<file path="config.mk">
export PLATFORM = sky130hd
export DESIGN_NAME = word_tx_16bit_chip
export DESIGN_NICKNAME = d
export VERILOG_FILES = /design/src/rtl/word_link_pkg.sv /design/src/rtl/word_tx_16bit_chip_bit_tick_divider.sv /design/src/rtl/word_tx_16bit_chip.sv
export SDC_FILE = /design/constraint.sdc
export NUM_CORES = 1
export LEC_CHECK = 0
export ABC_AREA = 1
export CAP_MARGIN = 20
export CORE_MARGIN = 2
export CORE_UTILIZATION = 59
export DETAILED_ROUTE_END_ITERATION = 7
export PLACE_DENSITY = 0.82
export SLEW_MARGIN = 25
export SYNTH_ARGS = -nofsm -noshare
export SYNTH_HDL_FRONTEND = slang
export SYNTH_HIERARCHICAL = 1
export SYNTH_SLANG_ARGS = --single-unit
export TNS_END_PERCENT = 5
</file>
<file path="constraint.sdc">
create_clock -name clk -period 3.62 [get_ports clk]
set_clock_uncertainty 0.15 [all_clocks]
set_input_delay 0.724 -clock clk [delete_from_list [all_inputs] [get_ports clk]]
set_output_delay 0.724 -clock clk [all_outputs]
set_load 0.01 [all_outputs]
</file>
<file path="src/rtl/word_link_pkg.sv">
// Shared serial-link definitions: frame state encoding, word geometry, line levels.
// Used by both the word transmitter and the matching receiver.
package word_link_pkg;

    localparam int WORD_W    = 16;
    localparam int BIT_CNT_W = 4;

    localparam logic IDLE_LEVEL  = 1'b1;
    localparam logic START_LEVEL = 1'b0;
    localparam logic STOP_LEVEL  = 1'b1;

    typedef enum logic [2:0] {
        IDLE   = 3'd0,
        START  = 3'd1,
        DATA   = 3'd2,
        PARITY = 3'd3,
        STOP   = 3'd4
    } link_state_t;

    // Even parity: the bit that makes the total count of ones even.
    function automatic logic even_parity(input logic [WORD_W-1:0] w);
        return ^w;
    endfunction

endpackage

</file>
<file path="src/rtl/word_tx_16bit_chip_bit_tick_divider.sv">
// Modulo-CLKS_PER_BIT counter; tick is combinational at terminal count while enabled.
// No handshake: clr wins over en, and the count holds while en is low.
module bit_tick_divider #(
    parameter int CLKS_PER_BIT = 4
) (
    input  logic clk,
    input  logic reset_n,
    input  logic en,
    input  logic clr,
    output logic tick
);
    localparam int CNT_W = $clog2(CLKS_PER_BIT);
    localparam logic [CNT_W-1:0] LAST = CNT_W'(CLKS_PER_BIT - 1);

    logic [CNT_W-1:0] cnt;

    assign tick = en && !clr && (cnt == LAST);

    always_ff @(posedge clk or negedge reset_n) begin
        if (!reset_n) begin
            cnt <= '0;
        end else if (clr) begin
            cnt <= '0;
        end else if (en) begin
            cnt <= (cnt == LAST) ? '0 : cnt + CNT_W'(1);
        end
    end

endmodule

</file>
<file path="src/rtl/word_tx_16bit_chip.sv">
// Serial word transmitter: start, 16 data bits LSB-first, optional even parity, stop.
// tx_line lags the accept edge by one clock; in_ready is low for the whole frame.
module word_tx_16bit_chip
    import word_link_pkg::*;
#(
    parameter int CLKS_PER_BIT = 4,
    parameter bit PARITY_EN    = 1'b1
) (
    input  logic              clk,
    input  logic              reset_n,
    input  logic [WORD_W-1:0] in_word,
    input  logic              in_valid,
    output logic              in_ready,
    output logic              tx_line,
    output logic              busy
);
    link_state_t           state;
    logic [WORD_W-1:0]     shift_reg;
    logic [BIT_CNT_W-1:0]  bit_cnt;
    logic                  parity_bit;
    logic                  tick;
    logic                  accept;

    assign busy     = (state != IDLE);
    assign in_ready = ~busy;
    assign accept   = in_valid && in_ready;

    // Divider is held at zero in IDLE so every START begins a fresh bit period.
    bit_tick_divider #(
        .CLKS_PER_BIT(CLKS_PER_BIT)
    ) u_div (
        .clk    (clk),
        .reset_n(reset_n),
        .en     (busy),
        .clr    (state == IDLE),
        .tick   (tick)
    );

    always_ff @(posedge clk or negedge reset_n) begin
        if (!reset_n) begin
            state      <= IDLE;
            shift_reg  <= '0;
            bit_cnt    <= '0;
            parity_bit <= 1'b0;
            tx_line    <= IDLE_LEVEL;
        end else begin
            case (state)
                IDLE: begin
                    tx_line <= IDLE_LEVEL;
                    if (accept) begin
                        shift_reg  <= in_word;
                        parity_bit <= even_parity(in_word);
                        bit_cnt    <= '0;
                        state      <= START;
                    end
                end
                START: begin
                    tx_line <= START_LEVEL;
                    if (tick) state <= DATA;
                end
                DATA: begin
                    tx_line <= shift_reg[0];
                    if (tick) begin
                        shift_reg <= shift_reg >> 1;
                        if (bit_cnt == BIT_CNT_W'(WORD_W - 1)) begin
                            bit_cnt <= '0;
                            state   <= PARITY_EN ? PARITY : STOP;
                        end else begin
                            bit_cnt <= bit_cnt + BIT_CNT_W'(1);
                        end
                    end
                end
                PARITY: begin
                    tx_line <= parity_bit;
                    if (tick) state <= STOP;
                end
                STOP: begin
                    tx_line <= STOP_LEVEL;
                    if (tick) state <= IDLE;
                end
                default: begin
                    tx_line <= IDLE_LEVEL;
                    state   <= IDLE;
                end
            endcase
        end
    end

endmodule

</file>
## After elaboration in Yosys (flattened, before gate mapping)

Cells that the tools add are included.

- Register bits after elaboration: 27

- Bitwise gates (word level): 1
- Equal/unequal tests: 12
- Muxes and demuxes: 18
- $add $sub $neg: 2
- Reductions and logical operators: 12

Operators with widths:

| operator | count |
|---|---|
| 16-bit two-way mux | 2 |
| 16-bit one-hot mux with 2 select lines | 1 |
| 3-bit two-way mux | 6 |
| 16-bit parity | 1 |
| 3-bit one-hot mux with 5 select lines | 1 |
| 4-bit two-way mux | 3 |
| 2-bit inequality test, second input constant | 6 |
| 4-bit one-hot mux with 2 select lines | 1 |
| 3-bit by 2-bit == test with 1-bit output, second input constant | 2 |
| 2-bit two-way mux | 3 |
| 6-bit AND reduction | 1 |
| 4-bit by 1-bit adder with 4-bit output, second input constant | 1 |
| 4-bit == test, second input constant | 1 |
| 2-bit nonzero test | 2 |
| 3-bit by 1-bit == test with 1-bit output, second input constant | 1 |
| 3-bit == test, second input constant | 1 |
| 1-bit logical AND | 3 |
| 3-bit zero test | 1 |
| 1-bit one-hot mux with 3 select lines | 1 |
| 3-bit AND reduction | 1 |
| 3-bit nonzero test | 1 |
| 2-bit by 1-bit adder with 2-bit output, second input constant | 1 |
| 2-bit == test, second input constant | 1 |
| 2-bit AND reduction | 1 |
| other kinds (2) | 2 |

## Logic depth before layout (Yosys ltp)

- Depth in word-level cells: 6
- Mapped depth: 11
- Depth with buffers taken out: 11

## By module

The synthesis kept the hierarchy.

By module, submodules not included:

| module | instances | area each (um^2) | cells an instance |
|---|---|---|---|
| word_tx_16bit_chip | 1 | 1666.6 | 249 |
| bit_tick_divider | 1 | 110.1 | 14 |

## Worst setup path after synthesis

Ideal clock, no wire load.

- Path kind: register to register
- From: register state[1]
- To: register shift_reg[10]
- Arrival time: 1.599 ns
- Setup time: 0.074 ns
- Required time: 3.396 ns
- Slack: 1.797 ns
- Cell stages (with the launch flop): 11
- Path through: dfrtp_1 > nor2_2 > nand2_2 > inv_2 > nor3b_1 > nand2_2 > nand2_2 > buf_6 > buf_6 > o211ai_1 > o21ai_2

RTL lines:

| element | line | source |
|---|---|---|
| start: declaration | word_tx_16bit_chip.sv:17 | `link_state_t state;` |
| start signal: assignment | word_tx_16bit_chip.sv:67 | `state <= PARITY_EN ? PARITY : STOP;` |
| 3-bit nonzero test | word_tx_16bit_chip.sv:24 | `assign busy = (state != IDLE);` |
| named net busy | word_tx_16bit_chip.sv:15 | `output logic busy` |
| 1-bit NOT | word_tx_16bit_chip.sv:25 | `assign in_ready = ~busy;` |
| named net in_ready | word_tx_16bit_chip.sv:13 | `output logic in_ready,` |
| 1-bit logical AND | word_tx_16bit_chip.sv:26 | `assign accept = in_valid && in_ready;` |
| 2-bit inequality test (no line) | n/a |  |
| 3-bit AND reduction (no line) | n/a |  |
| end signal: assignment | word_tx_16bit_chip.sv:51 | `shift_reg <= in_word;` |
| end signal: assignment | word_tx_16bit_chip.sv:64 | `shift_reg <= shift_reg >> 1;` |
| end: declaration | word_tx_16bit_chip.sv:18 | `logic [WORD_W-1:0] shift_reg;` |

The timed path passes the listed nets, and every way through them passes these cells.
A chain may end at the register's enable or synchronous reset.

## Final worst setup path

- From: register state[1]
- To: output in_ready

- Cells in the longest elaborated chain, start to end: 2

Ends and longest elaborated chain:

| element | line |
|---|---|
| 3-bit nonzero test | word_tx_16bit_chip.sv:24 |
| 1-bit NOT | word_tx_16bit_chip.sv:25 |
| end: declaration | word_tx_16bit_chip.sv:13 |

Every way passes these cells.

==> summary.md <==
| Metric | Value |
|---|---|
| CP Launch Type | flop |
| I/O pin cnt | 22 |
| Die H | 58.88 um |
| FMAX | 0.3805 GHz |
| Finished Cell Area | 0.002006 mm^2 |
| H-tree Lvls | 1 |
| Register area share after synthesis | 38.10% |
| Mapped Area | 0.001777 mm^2 |
| Vias | 1580 |
| Final Wtd Congestion | 0.8180 |
| Starting Density | 63.34% |
| Hold Crit Class | flop to flop |
| Yosys warnings | 6 |
| Area Overhead vs Synth | 12.89% |
| Avg WL per Cell | 10.45 um |
| CTS tree | built |
| Final period utilization | 72.60% |
| R2R Path Start | state[2]$_DFFE_PN0P_ |
| Setup crit end kind | primary output |
| Final Worst Setup Slack | 0.9920 ns |
| Antenna-violating nets left | 0 |
| CP Class | flop to primary output |
| Residual DRC | 2 |
| Gr ovfl total | 0 |
| Die area | 0.003466 mm^2 |
| Hold slack final | 0.3843 ns |
| Std cell rows | 19 |
| Net count, final | 303 |
| Hold path cells | 2 |
| P_leak | 1.083 nW |
| Final count of hold timing violations | 0 |
| CTS resizes | 0 |
| Slew Limit Fails | 0 |
| Max-slew headroom | 55.86% |
| FF-to-FF setup slack | 1.30 ns |
| Hold Startpoint | u_div/cnt[1]$_DFFE_PN0P_ |
| DP Wirelength | 2.470 mm |
| Routed vias/inst | 5.064 |
| Clock Sinks | 27 |
| Dpl ws | 1.266 ns |
| Share of layout cells above drive strength 1 | 6.406% |
| Port Buffers | 21 |
| Failing checks | design-rule violations |
| Post-route minimum period | 2.628 ns |
| Longest Clk Path Bufs | 2 |
| Initial antenna violation count | 0 |
| Max reg flops | 16 |
| Largest net degree at the start of global routing | 39 |
| RSZ-0062 raised after global routing | no |
| First-pass GRT wire length | 5.761 mm |
| Final TNS setup | 0 ns |
| Worst Hold End | u_div/cnt[1]$_DFFE_PN0P_ |
| Pwr Density | 635.1 mW/mm^2 |
| Worst-Skew Late Latency | 0.33 ns |
| Root Buffer | clkbuf_4 |
| R2r endpoint | shift_reg[6]$_DFFE_PN0P_ |
| Worst slew pin tran | 0.6597 ns |
| Max Cap Viol | 0 |
| Largest area contributor in the netlist | dfrtp_1 |
| Synth top area cells | dfrtp_1, nand2_1, inv_1 |
| Final setup violating endpoints | 0 |
| Setup repair bufs after CTS | 0 |
| Total iterations of the first detailed-routing run | 6 |
| Status | complete, but fails checks |
| Initial DRC count | 70 |
| WL final | 3.260 mm |
| Synth unique cells | 26 |
| Post-synthesis cell count | 263 |
| Post-synth top area share | 36.62% |
| Syn nets | 284 |
| GRT Overall Usage | 21.10% |
| Post-Place Cell Area | 0.001974 mm^2 |
| CTS buffer count | 3 |
| Die W | 58.88 um |
| Worst vdd ir | 0.4976 mV |
| Syn Area/Cell | 6.756 um^2 |
| Cell count of the worst reg-to-reg path | 8 |
| Data arrival, critical path | 1.75 ns |
| #FFs+latches synth | 27 |
| Clock transition at the registers of the reported paths | 0.16 ns |
| Vias in the first global route | 1402 |
| Worst Path Required | 2.75 ns |
| CTS Hold Bufs | 0 |
| Core Area | 0.002805 mm^2 |
| Antenna cells | 0 |
| CP max FO | 6 |
| Total Power | 1.274 mW |
placed cells by master, fill, tap and decap left out:
cell type and instances:
nor3b_1 1, clkbuf_4 3, and3_1 1, inv_1 45, dfrtp_1 26, dfstp_2 1
inv_4 1, nand2_2 4, o21ai_2 1, o2111ai_1 2, ha_1 2, inv_6 1
o211ai_1 15, buf_4 1, nand2_4 1, nand3_1 7, clkdlybuf4s50_1 21, a31o_2 1
xnor2_1 3, o22ai_1 1, o21ai_1 17, nor2_2 3, xor2_1 1, o21ai_0 2
nor2_1 13, nand2_1 104, a21oi_1 2, inv_2 1
logic make-up after synthesis:
family	Yosys count	synth area share, %
AND/OR/NAND/NOR	134	30.56
buffers and inverters	55	13.38
AO/OA/AOI/OAI	41	14.58
XOR/XNOR	4	1.972
flip-flops	27	38.10
adder cells (fa/ha/maj)	2	1.408
critical path, cell delays in order (launching register included):
cell	delay [ns]
dfrtp_1	0.48
nor2_2	0.17
nand2_2	0.10
inv_2	0.12
clkdlybuf4s50_1	0.55
cells in the mapped netlist:
library cell  instances
inv_2                 1
a31o_2                1
nand3_1               7
a21oi_1               2
buf_6                 3
xnor2_1               3
inv_4                 1
o21ai_1              17
nand2_4               1
and3_1                1
nor2_1               13
nor2_2                3
dfrtp_1              26
buf_2                 5
nor3b_1               1
ha_1                  2
nand2_2               4
o22ai_1               1
xor2_1                1
o211ai_1             15
dfstp_2               1
o21ai_0               2
nand2_1             104
o21ai_2               1
o2111ai_1             2
inv_1                45
metal layers:
layer,GRT usage [%],wire (um)
met4,4.870,19
met5,0,0
met1,29.44,1620
met2,35.08,1524
met3,2.637,96
area by class of cell:
type	instances	area, um^2
clock inverter	1	8.758
tap	31	38.79
timing repair buffer	22	217.7
fill	242	799.5
clock buffer	3	22.52
sequential	27	676.9
multi-input combinational	181	862.1
inverter	47	178.9
per-stage QoR:
step           std cells  util, %
3_3_place_gp         308    70.38
5_1_grt              312    71.50
2_1_floorplan        263        -
3_5_place_dp         308    70.38
6_report             312    71.50
4_1_cts              312    71.50
worst max-delay path by stage:
stage	start	cells after the start	end
detailed placement	in_valid	5	shift_reg[3]$_DFFE_PN0P_
finish	state[1]$_DFFE_PN0P_	4	in_ready
global route	state[1]$_DFFE_PN0P_	4	in_ready
global placement	in_valid	5	bit_cnt[3]$_DFFE_PN0P_
CTS	state[1]$_DFFE_PN0P_	4	in_ready
floorplan	state[1]$_DFFE_PN0P_	10	shift_reg[10]$_DFFE_PN0P_
report_power, final:
part	total, mW	internal [mW]	switching [mW]
clock	0.141	0.0450	0.0963
sequential	0.501	0.436	0.0656
combinational	0.631	0.233	0.399
total	1.27	0.713	0.561
(Power assumes the default switching activity.)
